--- src/rtl/dac_pkg.sv ---
// Shared widths, constants and sample types for the DAC feed path.
// Also holds the round/saturate/offset-binary conversion used at the last pipeline stage.
package dac_pkg;

    localparam int SAMPLE_W = 16;
    localparam int DAC_W    = 8;
    localparam int VOL_W    = 8;
    localparam int PROD_W   = SAMPLE_W + VOL_W + 1;

    localparam logic [DAC_W-1:0] DAC_MIDSCALE = 8'h80;
    localparam logic [VOL_W-1:0] VOL_UNITY    = 8'd128;

    typedef logic signed [SAMPLE_W-1:0] sample_t;
    typedef logic signed [PROD_W-1:0]   product_t;

    // Scale by 1/128 (floor), round half up to 8 bits, clamp, then flip the sign bit.
    function automatic logic [DAC_W-1:0] to_offset_binary(input product_t p);
        product_t         y;
        product_t         z;
        logic [DAC_W-1:0] sat;
        y = p >>> 7;
        z = (y + 25'sd128) >>> 8;
        if (z > 25'sd127) begin
            sat = 8'h7F;
        end else if (z < -25'sd128) begin
            sat = 8'h80;
        end else begin
            sat = z[DAC_W-1:0];
        end
        return sat ^ DAC_MIDSCALE;
    endfunction

endpackage

--- src/rtl/sync_fifo.sv ---
// Single-clock FIFO with an occupancy count; pointers wrap modulo DEPTH.
// A push while full or a pop while empty is ignored, whatever else happens that cycle.
module sync_fifo #(
    parameter int WIDTH = 16,
    parameter int DEPTH = 8,
    localparam int AW   = $clog2(DEPTH),
    localparam int FW   = AW + 1
) (
    input  logic             clk,
    input  logic             rst,
    input  logic             push,
    input  logic [WIDTH-1:0] wdata,
    input  logic             pop,
    output logic [WIDTH-1:0] rdata,
    output logic             full,
    output logic             empty,
    output logic [FW-1:0]    fill
);

    logic [WIDTH-1:0] mem_r [DEPTH];
    logic [AW-1:0]    wr_ptr_r;
    logic [AW-1:0]    rd_ptr_r;
    logic [FW-1:0]    fill_r;
    logic             push_ok_s;
    logic             pop_ok_s;

    assign full      = (fill_r == FW'(DEPTH));
    assign empty     = (fill_r == FW'(0));
    assign push_ok_s = push && !full;
    assign pop_ok_s  = pop && !empty;
    assign rdata     = mem_r[rd_ptr_r];
    assign fill      = fill_r;

    // Storage is not reset: stale entries are unreachable once the pointers clear.
    always_ff @(posedge clk) begin
        if (push_ok_s) begin
            mem_r[wr_ptr_r] <= wdata;
        end
    end

    // Pointer and occupancy bookkeeping.
    always_ff @(posedge clk or posedge rst) begin
        if (rst) begin
            wr_ptr_r <= AW'(0);
            rd_ptr_r <= AW'(0);
            fill_r   <= FW'(0);
        end else begin
            if (push_ok_s) begin
                wr_ptr_r <= wr_ptr_r + AW'(1);
            end
            if (pop_ok_s) begin
                rd_ptr_r <= rd_ptr_r + AW'(1);
            end
            case ({push_ok_s, pop_ok_s})
                2'b10:   fill_r <= fill_r + FW'(1);
                2'b01:   fill_r <= fill_r - FW'(1);
                default: fill_r <= fill_r;
            endcase
        end
    end

endmodule

--- src/rtl/dac_sample_feeder.sv ---
// Rate-paced feeder for the 8-bit delta-sigma DAC: buffers signed samples, pops one per
// sample period, applies volume, and holds the offset-binary result until the next period.
module dac_sample_feeder
    import dac_pkg::*;
#(
    parameter int FIFO_DEPTH = 8,
    parameter int CLK_DIV    = 1024
) (
    input  logic                        clk,
    input  logic                        rst,
    input  logic [SAMPLE_W-1:0]         s_data,
    input  logic                        s_valid,
    output logic                        s_ready,
    input  logic [VOL_W-1:0]            volume,
    input  logic                        underrun_clr,
    output logic [DAC_W-1:0]            dac_data,
    output logic                        sample_tick,
    output logic                        underrun,
    output logic [$clog2(FIFO_DEPTH):0] fill
);

    localparam int CW = $clog2(CLK_DIV);
    localparam logic [CW-1:0] DIV_LAST = CW'(CLK_DIV - 1);

    logic [CW-1:0]    div_cnt_r;
    logic             tick0_s;
    logic             accept_en_r;
    logic             fifo_full_s;
    logic             fifo_empty_s;
    logic             push_s;
    logic             pop_s;
    sample_t          head_s;

    logic             s1_slot_r;
    logic             s1_bubble_r;
    sample_t          s1_data_r;
    product_t         prod_s;
    logic             s2_slot_r;
    logic             s2_bubble_r;
    product_t         s2_prod_r;
    logic [DAC_W-1:0] dac_data_r;
    logic             tick_r;
    logic             underrun_r;

    assign tick0_s     = (div_cnt_r == DIV_LAST);
    // accept_en_r keeps s_ready low until the first edge after reset release.
    assign s_ready     = accept_en_r && !fifo_full_s;
    assign push_s      = s_valid && s_ready;
    assign pop_s       = tick0_s && !fifo_empty_s;
    assign dac_data    = dac_data_r;
    assign sample_tick = tick_r;
    assign underrun    = underrun_r;

    sync_fifo #(
        .WIDTH (SAMPLE_W),
        .DEPTH (FIFO_DEPTH)
    ) u_fifo (
        .clk   (clk),
        .rst   (rst),
        .push  (push_s),
        .wdata (s_data),
        .pop   (pop_s),
        .rdata (head_s),
        .full  (fifo_full_s),
        .empty (fifo_empty_s),
        .fill  (fill)
    );

    // Sample-period divider and the post-reset input enable.
    always_ff @(posedge clk or posedge rst) begin
        if (rst) begin
            div_cnt_r   <= CW'(0);
            accept_en_r <= 1'b0;
        end else begin
            div_cnt_r   <= tick0_s ? CW'(0) : div_cnt_r + CW'(1);
            accept_en_r <= 1'b1;
        end
    end

    // Gain multiply; volume is zero-extended so it always acts as a positive factor.
    always_comb begin
        prod_s = product_t'(s1_data_r) * product_t'({1'b0, volume});
    end

    // Three-stage pop / scale / convert pipeline; a bubble keeps the last DAC value.
    always_ff @(posedge clk or posedge rst) begin
        if (rst) begin
            s1_slot_r   <= 1'b0;
            s1_bubble_r <= 1'b1;
            s1_data_r   <= {SAMPLE_W{1'b0}};
            s2_slot_r   <= 1'b0;
            s2_bubble_r <= 1'b1;
            s2_prod_r   <= {PROD_W{1'b0}};
            dac_data_r  <= DAC_MIDSCALE;
            tick_r      <= 1'b0;
        end else begin
            s1_slot_r   <= tick0_s;
            s1_bubble_r <= fifo_empty_s;
            if (pop_s) begin
                s1_data_r <= head_s;
            end
            s2_slot_r   <= s1_slot_r;
            s2_bubble_r <= s1_bubble_r;
            s2_prod_r   <= prod_s;
            tick_r      <= s2_slot_r;
            if (s2_slot_r && !s2_bubble_r) begin
                dac_data_r <= to_offset_binary(s2_prod_r);
            end
        end
    end

    // Sticky underrun flag; a clear in the same cycle as an empty tick wins.
    always_ff @(posedge clk or posedge rst) begin
        if (rst) begin
            underrun_r <= 1'b0;
        end else if (underrun_clr) begin
            underrun_r <= 1'b0;
        end else if (tick0_s && fifo_empty_s) begin
            underrun_r <= 1'b1;
        end else begin
            underrun_r <= underrun_r;
        end
    end

endmodule

--- config.mk ---
export PLATFORM = sky130hd
export DESIGN_NAME = dac_sample_feeder
export DESIGN_NICKNAME = d
export VERILOG_FILES = /design/src/rtl/dac_pkg.sv /design/src/rtl/sync_fifo.sv /design/src/rtl/dac_sample_feeder.sv
export SDC_FILE = /design/constraint.sdc
export NUM_CORES = 1
export LEC_CHECK = 0
export CORE_ASPECT_RATIO = 1.75
export CORE_MARGIN = 2
export CORE_UTILIZATION = 40
export CTS_BUF_LIST = sky130_fd_sc_hd__clkbuf_8
export DETAILED_ROUTE_END_ITERATION = 8
export PLACE_DENSITY_LB_ADDON = 0.15
export SLEW_MARGIN = 5
export SYNTH_ARGS = -nofsm -noshare
export SYNTH_HDL_FRONTEND = slang
export SYNTH_SLANG_ARGS = --single-unit
--- constraint.sdc ---
create_clock -name clk -period 7.2 [get_ports clk]
set_input_delay 1.08 -clock clk [delete_from_list [all_inputs] [get_ports clk]]
set_output_delay 1.08 -clock clk [all_outputs]
set_load 0.01 [all_outputs]
==> results of run 1 <==
## per-stage QoR
step | utilization | setup slack, ns | total power, mW
2_1_floorplan | - | 1.60 | 1.41
3_3_place_gp | 0.438 | 0.773 | 1.52
3_5_place_dp | 0.438 | 0.747 | 1.52
4_1_cts | 0.451 | 1.27 | 2.22
5_1_grt | 0.451 | 1.05 | 2.28
6_report | 0.451 | 1.27 | 2.18
## layer usage
| layer | up-vias | share of wire | wire [µm] |
|---|---|---|---|
| met3 | 31 | 0.020 | 461 |
| met4 | 0 | 0.023 | 533 |
| li1 | 3083 | - | - |
| met5 | - | 0 | 0 |
| met2 | 75 | 0.57 | 13400 |
| met1 | 3358 | 0.38 | 8950 |
## worst max-delay path by stage
stage | from | end | slack, ns | cells after the start
finish | volume[4] | s2_prod_r[24] | 1.27 | 17
global route | volume[4] | s2_prod_r[24] | 1.05 | 17
CTS | volume[4] | s2_prod_r[24] | 1.27 | 17
detailed placement | volume[4] | s2_prod_r[24] | 0.75 | 17
floorplan | volume[4] | s2_prod_r[24] | 1.60 | 17
global placement | volume[4] | s2_prod_r[24] | 0.77 | 17
## state kept, by name (all words and copies together) (netlist names)
name and cells:
u_fifo.mem_r 128, u_fifo.fill 4, s1_data_r 16, s1_bubble_r 1
accept_en_r 1, u_fifo.wr_ptr_r 3, s2_prod_r 11, s2_bubble_r 1
div_cnt_r 10, s2_slot_r 1, sample_tick 1, underrun 1
u_fifo.rd_ptr_r 3, s1_slot_r 1, dac_data 8
## cells in the final DEF (no fill, tap or decap), types with 19 or more instances in the layout
cell,count
sky130_fd_sc_hd__fa_1,102
sky130_fd_sc_hd__nor2_1,34
sky130_fd_sc_hd__and2_1,77
sky130_fd_sc_hd__buf_4,19
sky130_fd_sc_hd__inv_1,123
sky130_fd_sc_hd__clkdlybuf4s50_1,42
sky130_fd_sc_hd__dfrtp_1,58
sky130_fd_sc_hd__xnor2_1,23
sky130_fd_sc_hd__a21oi_1,30
sky130_fd_sc_hd__mux4_2,32
sky130_fd_sc_hd__edfxtp_1,128
sky130_fd_sc_hd__ha_1,53
sky130_fd_sc_hd__nand2_1,74
## power by group through the flow
| stage | Combinational [mW] | Sequential [mW] | Clock [mW] |
|---|---|---|---|
| 2_1_floorplan | 0.104 | 1.30 | 0 |
| 3_3_place_gp | 0.208 | 1.31 | 0 |
| 3_5_place_dp | 0.211 | 1.31 | 0 |
| 4_1_cts | 0.212 | 1.29 | 0.718 |
| 5_1_grt | 0.229 | 1.29 | 0.754 |
| 6_report | 0.205 | 1.29 | 0.688 |
## kinds of logic (layout without fill, tap and decap cells)
family          count (synthesis)  count (layout)  share of synthesized area
simple gates                  226             226                      0.103
fa+ha+maj                     155             155                      0.233
xor+xnor                       36              36                     0.0272
compound gates                 77              77                     0.0424
other cells                     1               1                   0.000323
flops                         190             190                      0.466
mux                            51              51                     0.0787
buf+inv                       150             214                     0.0492
## critical path, cell delays in order
cell and delay, ns:
sky130_fd_sc_hd__clkdlybuf4s50_1 0.62, sky130_fd_sc_hd__and2_1 0.32, sky130_fd_sc_hd__fa_1 0.66, sky130_fd_sc_hd__inv_1 0.14, sky130_fd_sc_hd__fa_1 0.54, sky130_fd_sc_hd__inv_1 0.05
sky130_fd_sc_hd__fa_1 0.52, sky130_fd_sc_hd__inv_1 0.05, sky130_fd_sc_hd__fa_1 0.52, sky130_fd_sc_hd__inv_1 0.04, sky130_fd_sc_hd__ha_1 0.33, sky130_fd_sc_hd__a21o_1 0.18
sky130_fd_sc_hd__a221o_1 0.34, sky130_fd_sc_hd__a31o_1 0.20, sky130_fd_sc_hd__a21o_1 0.19, sky130_fd_sc_hd__a221o_1 0.35, sky130_fd_sc_hd__xnor2_1 0.13
## area by class of cell
cell class	instances	share of cell area
multi-input cells	546	0.437
inverters	121	0.0352
clock inverters	15	0.0116
repair buffers	61	0.0436
clock buffers	17	0.0181
flip-flops and latches	190	0.418
well taps	378	0.0366
==> results, run 1 <==
- Setup total negative slack on the finished layout was measured at 0 ns.
- The portion of total power attributed to sequential cells is 0.590.
- Entering global routing, the biggest net connects 63 pins.
- The leading cell type by number of instances after synthesis is sky130_fd_sc_hd__edfxtp_1.
- The met3 routing resource usage after global routing is 0.0250.
- The library cell occupying the most area in the post-synthesis netlist is sky130_fd_sc_hd__edfxtp_1.
- The total inserted antenna cells is 0.
- Clock-pin slew was measured on the worst setup and hold paths at 0.09 ns.
- The initial antenna violation count is 0.
- The startpoint of the lowest-slack register-to-register path is s1_data_r[15].
- The number of fill cells in the layout is 2636.
- The multi-input combinational cells in the finished layout cover a total of 5640 µm².
- In the synthesized netlist the dominant register cell turns out to be sky130_fd_sc_hd__edfxtp_1.
- Dividing the final minimum period by the clock period gives 0.823.
- The switching power of the nets is 0.537 mW.
- In this run the post-CTS setup repair buffer count came out at 0.
- The TritonCTS sink count is 190.
- For the final database, setup skew stands at 0.0178 ns.
- The via count of the first global-routing pass is 7400.
- The share of total power dissipated in the clock network is 0.316.
- The net count of the finished layout is 1120.
- The post-route standard cell area excluding fillers is 12900 µm².
- In this run the most critical hold path is launched from s1_slot_r.
- Setup repair after global routing left no endpoint under its margin.
- The tool flagged a number of max-cap violations equal to 0.
- Power spread over the standard cell area amounts to 169 nW/µm².
- In the final layout, the share of cells above drive strength 1 is 0.103.
- Headroom to the max-slew limit came out at 0.304.
- The number of cell rows is 82.
- The internal power is 1.64 mW.
- The total iterations of the first detailed-routing run is 4.
- Compared with the post-synthesis result, the final layout area differs by 11.3%.
- After global routing the overflow that remains totals 0.
- The number of cell instances on the worst register-to-register path is 17.
- Along the worst path, the maximum fanout reaches 10.
- The H-tree was split into 4 levels.
- The class of the worst hold path is reg2reg.
- The half-perimeter wire length after detailed placement is 17100 µm.
- After synthesis, the mean cell area works out to 13.1 µm².
- Of the total power, the share spent switching nets is 0.246.
- Counting flops and latches in the post-synthesis netlist gives 190.
- The type of the setup path with the least slack is in2reg.
- The later pin in the worst-skew pair is clocked with a latency of 0.48 ns.
- For the finished layout, the period the worst path requires is 5.93 ns.
- The setup violation total in the final timing report is 0.
- The number of max-slew violations in the final report was 0.
- The detailed-route wire length is 23400 µm.
- The die is 229 µm tall.
- The TritonCTS buffer count is 17.
- The required time of the critical path is 7.56 ns.
- The effective utilization at floorplan is 0.405.
- The area of the core is 28600 µm².
- The kind of capture point of the worst setup path is a flip-flop.
- In the routed layout, each cell is associated on average with a via count of 4.93.
- The kind of start point of the critical path is an input port.
- The placer's final routability congestion estimate is 0.804.
- Of all flip-flops after synthesis, the portion carrying an async set or reset was 0.326.
- TritonCTS built the clock tree.
- The via total after detailed routing is 6547.
- The combined flip-flop and latch cell area is 5400 µm².
- The synthesized design contains 128 enable-type register cells.
- In the global route stage, met2 resource usage came out at 0.322.
- The fraction of the yosys area taken by sequential cells is 0.466.
- Setup slack on the worst reg-to-reg path comes out at 2.10 ns.
- On the final layout, the worst hold slack is 0.355 ns.
- Once layout is complete, the cells apart from fillers number 1328.
- Derived from the worst setup path, the maximum achievable clock frequency is 169 MHz.
- The number of nets in the synthesized netlist is 1069.
- The transition time of the tightest slew-check pin is 1.04 ns.
- For hold timing, the worst endpoint is s2_slot_r.
- After the first detailed-routing iteration, the DRC count stood at 230.
- After clock tree synthesis, the repair step resized 0 gates.
- The count of nets left with antenna violations once routing finished came out at 0.
- STA puts the critical path data arrival time at 6.29 ns.
- The share of synthesized area in the top cell type comes to 0.331.
- The share of total power dissipated in combinational logic is 0.094.
- The worst-case IR drop observed on VDD is 157 µV.
- The final routed wire length divided by cell count is 17.6 µm.
- The number of endpoints with negative hold slack in the final report is 0.
- Port buffering added 42 buffers.
- The run finished with clean final reports.
- The endpoint of the lowest-slack register-to-register path is s2_prod_r[24].
- The gate count of the mapped netlist is 886.
- Counting instances in the post-synthesis netlist gives the leading cell types as 128 x sky130_fd_sc_hd__edfxtp_1, 121 x sky130_fd_sc_hd__inv_1, 102 x sky130_fd_sc_hd__fa_1.
- The worst hold path was traced through 0 stages.
- The detailed-route DRC error count is 0.
- For this design the static power due to leakage is 5.50 nW.
- Yosys attributes the largest share of cell area to sky130_fd_sc_hd__edfxtp_1 33%, sky130_fd_sc_hd__fa_1 18%, sky130_fd_sc_hd__dfrtp_1 13%, sky130_fd_sc_hd__mux4_2 6.2%, sky130_fd_sc_hd__ha_1 5.7%.
- The die extent in x is 133 µm.
- After synthesis the cells add up to 11600 µm².
- The number of buffers between clock root and the deepest sink is 2.
- The Yosys step of the flow raised 0 warnings.
- The total instance count after detailed placement is 1296.
- The overall die area is 30400 µm².
- The cell area reported after detailed placement is 12500 µm².
- The layer flagged by global routing as most heavily used is met2.
- Counting distinct cell types in the post-synthesis netlist gives 51.
- The root buffer cell is sky130_fd_sc_hd__clkbuf_8.
- The number of top-level pins is 43.
- Hold repair after CTS inserted 0 buffers.
- The overall track demand over capacity in global routing is 0.167.
- The met1 global-route usage is 0.183.
- The first global-routing pass estimated 38900 µm of wire.
(Power assumes the default switching activity.)
==> inputs of run 2 (changes only) <==
- clock period: 7.2 -> 6.04 ns (I/O delays scaled with it)
==> results, run 2 (synthesized netlist as in run 1, its figures left out) <==
- The chip height was 229 µm (unchanged).
- The overall die area is 30400 µm² (unchanged).
- The worst supply voltage drop on vdd is 182 µV (+16%).
- The maximum fanout along the worst path is 3 (-7).
- The power density normalized to cell area was 196 nW/µm² (+16%).
- The maximum clock frequency is 185 MHz.
- The clock-pin slew of the registers on the worst-case setup and hold paths was 0.10 ns (about the same).
- The clock latency on the worst-skew pair is 0.49 ns (about the same).
- The static leakage is 5.56 nW (+1.1%).
- The required time of the critical path was 6.41 ns (-1.15 ns).
- The total iterations of the first detailed-routing run is 4 (unchanged).
- The initial antenna violation count came to 1 (+1).
- The kind of capture point of the worst setup path is a flip-flop.
- The number of buffers between clock root and the deepest sink is 2 (unchanged).
- The detailed-route DRC error count is 0 (unchanged).
- The maximum clock skew at final layout is 0.0158 ns (-0.00205 ns).
- The max-cap check violation count came to 0 (unchanged).
- The flip-flop count of the largest register, all copies and words added is 128 (unchanged).
- The relative slew slack is 0.298 (-0.00648).
- The placer's final routability congestion estimate is 0.828 (+3.0%).
- The total power consumption of the routed design was 2.55 mW (+17%).
- The largest registers in the layout are u_fifo.mem_r x128, s1_data_r x16, s2_prod_r x11.
- The shortest clock period the worst path allows after layout is 5.41 ns.
- The final routed wire length divided by cell count was 17.4 µm (-0.99%).
- The overall track demand over capacity in global routing was 0.165 (-0.00176).
- The number of cell rows came to 82 (unchanged).
- The minimum setup slack among reg-to-reg paths is 1.17 ns (-0.93 ns).
- The die extent in x is 133 µm (unchanged).
- The area of the core is 28600 µm² (unchanged).
- The share of layout cells above drive strength 1 was 0.119 (+0.0159).
- The post-CTS repair timing setup buffer count was 0 (unchanged).
- The via total after detailed routing came to 6618 (+1.1%).
- By startpoint and endpoint, the worst setup path is classified as in2reg.
- The number of H-tree levels came to 4 (unchanged).
- The quantity of hold-fixing buffers added after cts was 0 (unchanged).
- The iteration-0 DRC count of the detailed router is 257 (+12%).
- The maximum single-stage delay on the critical path is 0.56 ns (-0.10 ns).
- The root buffer cell is sky130_fd_sc_hd__clkbuf_8.
- The net count of the finished layout is 1136 (+1.4%).
- The number of gates resized after cts is 0 (unchanged).
- The number of top-level pins came to 43 (unchanged).
- The detailed-route wire length is 23500 µm (+0.27%).
- On the critical path, the stage with the largest delay is an instance of sky130_fd_sc_hd__clkdlybuf4s50_1.
- The via count of the first global-routing pass is 7370 (-0.41%).
- The TritonCTS buffer count came to 17 (unchanged).
- The library cell used most frequently in the layout, excluding fill and tap cells, is sky130_fd_sc_hd__edfxtp_1.
- Setup repair after global routing left no endpoint under its margin.
- The portion of the clock cycle consumed by the worst path in the final layout is 0.896.
- The number of endpoints with negative hold slack in the final report is 0 (unchanged).
- The global route total overflow is 0 (unchanged).
- In the layout the commonest cells are 128 x sky130_fd_sc_hd__edfxtp_1, 121 x sky130_fd_sc_hd__inv_1, 102 x sky130_fd_sc_hd__fa_1, 77 x sky130_fd_sc_hd__and2_1, 74 x sky130_fd_sc_hd__nand2_1.
- The run finished with clean final reports.
- The setup violation total in the final timing report is 0 (unchanged).
- In this run the worst hold path is classified as reg2reg.
- The most numerous cell type found on the critical path is sky130_fd_sc_hd__inv_1.
- The total of buffers placed on input and output ports is 42 (unchanged).
- The effective utilization at floorplan is 0.405 (unchanged).
- The setup TNS is 0 ns (unchanged).
- The TritonCTS sink count came to 190 (unchanged).
- The transition time of the tightest slew-check pin is 1.05 ns (+0.00971 ns).
- The data arrival time of the critical path is 5.79 ns (-0.50 ns).
- The vias per cell came to 4.92 (-0.19%).
- The half-perimeter wire length after detailed placement is 17100 µm (-0.42%).
- The number of routed nets with antenna violations was 0 (unchanged).
- The number of max-slew violations in the final report was 0 (unchanged).
- Traced cell by cell, the critical path runs through clkdlybuf4s50_1 -> nand2_1 -> inv_1 -> fa_1 -> inv_1 -> fa_1 -> inv_1 -> fa_1 -> inv_1 -> fa_1 -> inv_1 -> ha_1 -> a21o_1 -> a221o_1 -> a31o_1 -> a21o_1 -> a221o_1 -> xnor2_1.
- Counting flops per register, the top entry is u_fifo.mem_r.
- Compared with the post-synthesis result, the final layout area differs by 12.3%.
- The worst setup path is launched from an input port.
- The largest net degree at the start of global routing is 63 (unchanged).
- The CTS tree is done.
- The first-pass GRT wire length was 38200 µm (-1.8%).
- The smallest setup slack after layout is 0.626 ns (-0.646 ns).
- The pre-CTS setup slack is 0.103 ns (-0.645 ns).
-- run 2: cell count changes in the layout (fill, tap and decap cells not counted) --
cell / previous run / this run
sky130_fd_sc_hd__clkinv_4: 2 / 1
sky130_fd_sc_hd__bufinv_16: 2 / 0
sky130_fd_sc_hd__clkinvlp_4: 1 / 3
sky130_fd_sc_hd__inv_6: 2 / 4
sky130_fd_sc_hd__buf_4: 19 / 33
sky130_fd_sc_hd__diode_2: 0 / 1
sky130_fd_sc_hd__buf_12: 0 / 2
sky130_fd_sc_hd__clkinv_8: 1 / 0
sky130_fd_sc_hd__clkinvlp_2: 2 / 1
sky130_fd_sc_hd__inv_8: 0 / 2
sky130_fd_sc_hd__inv_1: 123 / 121
sky130_fd_sc_hd__clkinv_1: 0 / 1
-- run 2: worst paths after layout --
check / from / to / cells after the start
worst max-delay path: volume[3] / s2_prod_r[24] / 18
worst max register to register: s1_data_r[15] / s2_prod_r[24] / 17
min in group asynchronous: rst / sample_tick / 3
worst min register to register: s1_bubble_r / s2_bubble_r / 0
max in group asynchronous: rst / u_fifo.rd_ptr_r[0] / 3
worst min-delay path: s1_bubble_r / s2_bubble_r / 0
-- run 2: report_power, final --
| part | internal [mW] | switching, mW |
|---|---|---|
| Combinational | 0.110 | 0.141 |
| Clock | 0.289 | 0.481 |
| Sequential | 1.49 | 0.0476 |
| Total | 1.88 | 0.669 |
-- run 2: critical path: cells and delay by family --
family / cells / cell delay (ns)
compound gates: 5 / 1.25
xor+xnor: 1 / 0.13
fa+ha+maj: 5 / 2.42
buf+inv: 6 / 0.89
simple gates: 1 / 0.19
-- run 2: cell type report --
class | count | area [µm²]
fillers | 2627 | 15600
clock inverters | 15 | 111
clock buffers | 17 | 234
well taps | 378 | 473
repair buffers | 77 | 708
diodes | 1 | 2.50
inverters | 121 | 454
flip-flops and latches | 190 | 5400
multi-input cells | 546 | 5640
-- run 2: through the flow --
stage	std cells	hold slack, ns	utilization	cell area (µm²)
6_report	1345	0.363	0.455	13000
5_1_grt	1345	0.370	0.455	13000
4_1_cts	1344	0.366	0.455	13000
3_5_place_dp	1312	0.350	0.443	12700
3_3_place_gp	1312	0.334	0.443	12700
2_1_floorplan	886	0.331	-	11600
-- run 2: metal layers --
| metal | GRT usage | wire length [µm] |
|---|---|---|
| met1 | 0.175 | 9010 |
| met2 | 0.322 | 13500 |
| met3 | 0.0272 | 425 |
| met4 | 0.0612 | 509 |
| met5 | 0 | 0 |
==> inputs of run 3 (changes only) <==
- CORE_UTILIZATION: 40 -> 60
- SLEW_MARGIN: 5 -> not set
==> results, run 3 (synthesized netlist as in run 1, its figures left out) <==
- The max-cap check violation count is 0 (unchanged).
- The largest net degree at the start of global routing is 63 (unchanged).
- The setup TNS is 0 ns (unchanged).
- In this run the clock root is driven by a sky130_fd_sc_hd__clkbuf_8.
- The relative slew slack came to 0.271 (-0.0267).
- The TritonCTS sink count is 190 (unchanged).
- The worst supply voltage drop on vdd is 284 µV (+56%).
- The die extent in x is 109 µm (-18%).
- The overall track demand over capacity in global routing is 0.239 (+0.0740).
- The final routed wire length divided by cell count came to 18.9 µm (+8.5%).
- The number of gates resized after cts came to 0 (unchanged).
- The number of buffers between clock root and the deepest sink is 2 (unchanged).
- The vias per cell came to 5.68 (+15%).
- The cell depth of the worst min-delay path came to 0 (unchanged).
- The detailed-route DRC error count is 0 (unchanged).
- The detailed-route wire length is 22500 µm (-4.1%).
- The area of the core is 19000 µm² (-34%).
- The number of H-tree levels is 4 (unchanged).
- The switching power of the nets is 0.634 mW (-5.2%).
- The number of routed nets with antenna violations was 0 (unchanged).
- In this run the worst hold path is classified as reg2reg.
- The combinational fraction of design power is 0.098 (about the same).
- The internal power is 1.87 mW (-0.70%).
- The maximum fanout along the worst path came to 5 (+2).
- The post-synthesis to final-layout area growth is 9.64%.
- The met1 global-route usage was 0.261 (+0.0855).
- The met2 demand-to-capacity share in global routing came to 0.450 (+0.128).
- The overall die area is 20500 µm² (-33%).
- The logic depth of the worst path, buffers included is 17 (-1).
- The flip-flop count of the largest register, all copies and words added came to 128 (unchanged).
- The most common cell after layout, fill and taps aside is sky130_fd_sc_hd__edfxtp_1.
- The met3 routing resource usage after global routing came to 0.0334 (+0.00614).
- The worst-case hold slack is 0.360 ns (-0.00278 ns).
- The transition time of the tightest slew-check pin came to 1.09 ns (+0.0411 ns).
- The initial antenna violation count is 0 (-1).
- The maximum clock frequency came to 179 MHz (-3.0%).
- The share of layout cells above drive strength 1 is 0.105 (-0.0136).
- The static leakage is 5.45 nW (-1.9%).
- STA classifies the critical path endpoint as a flip-flop.
- The clock-pin slew of the registers on the worst-case setup and hold paths is 0.10 ns (about the same).
- The placer's final routability congestion estimate is 0.960 (+16%).
- In the layout the commonest cells are 128 x sky130_fd_sc_hd__edfxtp_1, 121 x sky130_fd_sc_hd__inv_1, 102 x sky130_fd_sc_hd__fa_1, 77 x sky130_fd_sc_hd__and2_1, 74 x sky130_fd_sc_hd__nand2_1.
- The post-CTS repair timing setup buffer count is 0 (unchanged).
- The number of buffers and inverters on the critical path is 5 (-1).
- The layer with the highest usage is met2.
- The required time of the critical path is 6.38 ns (-0.03 ns).
- The portion of total power attributed to sequential cells is 0.615 (+0.015).
- The total inserted antenna cells is 0 (-1).
- The clock network fraction of design power was 0.287 (-0.014).
- The signal on the critical path passes through clkdlybuf4s50_1 -> and2_1 -> fa_1 -> inv_1 -> fa_1 -> inv_1 -> fa_1 -> inv_1 -> fa_1 -> inv_1 -> ha_1 -> and3_1 -> a221o_1 -> a31o_1 -> a21o_1 -> a221o_1 -> xnor2_1.
- The run finished with clean final reports.
- The power density normalized to cell area is 197 nW/µm² (+0.48%).
- The library cell contributing the largest single delay on the critical path is sky130_fd_sc_hd__fa_1.
- The shortest clock period the worst path allows after layout was 5.58 ns (+0.166 ns).
- TritonCTS built the clock tree.
- The number of fill cells in the layout is 1398 (-47%).
- The iteration-0 DRC count of the detailed router is 307 (+19%).
- The portion of the clock cycle consumed by the worst path in the final layout was 0.924 (+0.0275).
- The number of cell instances on the worst register-to-register path is 16 (-1).
- The total of buffers placed on input and output ports is 42 (unchanged).
- The fraction of the core area covered by cells at the end of the flow is 0.668 (+0.213).
- The chip height came to 188 µm (-18%).
- The cell area reported after detailed placement is 12400 µm² (-2.3%).
- The quantity of hold-fixing buffers added after cts is 0 (unchanged).
- The number of cell rows is 67 (-18%).
- The number of max-slew violations in the final report is 0 (unchanged).
- The proportion of total power due to net switching is 0.253 (-0.00891).
- The clock latency on the worst-skew pair is 0.45 ns (-0.04 ns).
- The largest register by flop count is u_fifo.mem_r.
- The family with the most delay on the worst path is adder cells.
- The maximum single-stage delay on the critical path is 0.60 ns (+0.04 ns).
- The TritonCTS buffer count is 17 (unchanged).
- The effective utilization at floorplan was 0.609 (+0.204).
- The post-route standard cell area excluding fillers is 12700 µm² (-2.4%).
- The worst setup path is of the in2reg kind.
- The largest registers in the layout are u_fifo.mem_r x128, s1_data_r x16, s2_prod_r x11.
- The first-pass GRT wire length is 36900 µm (-3.5%).
- The global route total overflow came to 0 (unchanged).
- The net count of the finished layout came to 1118 (-1.6%).
- The maximum clock skew at final layout is 0.0118 ns (-0.00395 ns).
- STA classifies the critical path startpoint as an input port.
- The via total after detailed routing came to 6757 (+2.1%).
- The half-perimeter wire length after detailed placement came to 16800 µm (-1.3%).
- The via count of the first global-routing pass is 7479 (+1.5%).
- The number of endpoints with negative hold slack in the final report is 0 (unchanged).
- Setup repair after global routing left no endpoint under its margin.
- The total power consumption of the routed design came to 2.51 mW (-1.9%).
- The total iterations of the first detailed-routing run is 6 (+2).
- The data arrival time of the critical path is 5.92 ns (+0.13 ns).
- The number of top-level pins is 43 (unchanged).
- The setup violation total in the final timing report is 0 (unchanged).
[run 3: cell count changes in the layout (fill, tap and decap cells not counted), moves of 2 or more]
cell,delta
sky130_fd_sc_hd__buf_4,-17
sky130_fd_sc_hd__clkinv_1,+3
sky130_fd_sc_hd__clkinv_4,+3
sky130_fd_sc_hd__inv_6,-2
sky130_fd_sc_hd__inv_8,-2
sky130_fd_sc_hd__nor2_1,-6
sky130_fd_sc_hd__nor2_2,+6
sky130_fd_sc_hd__nor3_2,-2
sky130_fd_sc_hd__nor3_4,+2
[run 3: power groups by stage]
stage          clock network (mW)  registers (mW)  logic, mW
6_report                    0.720            1.54      0.245
5_1_grt                     0.789            1.55      0.271
4_1_cts                     0.744            1.54      0.251
3_5_place_dp                    0            1.57      0.249
3_3_place_gp                    0            1.56      0.241
2_1_floorplan                   0            1.55      0.124
[run 3: routing by layer]
layer / wire length [µm] / vias to the layer above / part of all wire
li1: - / 3077 / -
met3: 609 / 55 / 0.027
met5: 0 / - / 0
met4: 790 / 0 / 0.035
met2: 12900 / 142 / 0.57
met1: 8230 / 3483 / 0.37
[run 3: final timing paths]
check	startpoint	endpoint	slack [ns]
max in group asynchronous	rst	u_fifo.rd_ptr_r[0]	4.51
hold reg to reg	s1_bubble_r	s2_bubble_r	0.36
setup / recovery	volume[5]	s2_prod_r[24]	0.46
setup reg to reg	s1_data_r[15]	s2_prod_r[24]	1.02
min in group asynchronous	rst	dac_data[6]	0.99
hold / removal	s1_bubble_r	s2_bubble_r	0.36
[run 3: worst reg2reg max path, cell delays in order (launching register included)]
cell,delay [ns]
sky130_fd_sc_hd__dfrtp_1,0.48
sky130_fd_sc_hd__and2_1,0.23
sky130_fd_sc_hd__fa_1,0.57
sky130_fd_sc_hd__inv_1,0.11
sky130_fd_sc_hd__fa_1,0.54
sky130_fd_sc_hd__inv_1,0.05
sky130_fd_sc_hd__fa_1,0.53
sky130_fd_sc_hd__inv_1,0.05
sky130_fd_sc_hd__fa_1,0.53
sky130_fd_sc_hd__inv_1,0.04
sky130_fd_sc_hd__ha_1,0.36
sky130_fd_sc_hd__and3_1,0.23
sky130_fd_sc_hd__a221o_1,0.30
sky130_fd_sc_hd__a31o_1,0.21
sky130_fd_sc_hd__a21o_1,0.19
sky130_fd_sc_hd__a221o_1,0.35
sky130_fd_sc_hd__xnor2_1,0.13
[run 3: cell type report]
type	instances	area, µm²	area share
Timing Repair Buffer	59	561	0.0441
Sequential cell	190	5400	0.425
Clock buffer	17	234	0.0184
Inverter	121	454	0.0357
Tap cell	241	302	0.0237
Multi-Input combinational cell	546	5660	0.445
Clock inverter	15	98.8	0.00778
[run 3: through the flow]
stage / instances / worst slack [ns]
CTS: 1189 / 0.484
detailed placement: 1157 / -0.0157
finish: 1189 / 0.460
global route: 1189 / 0.297
global placement: 1157 / 0.0994
floorplan: 886 / 0.619
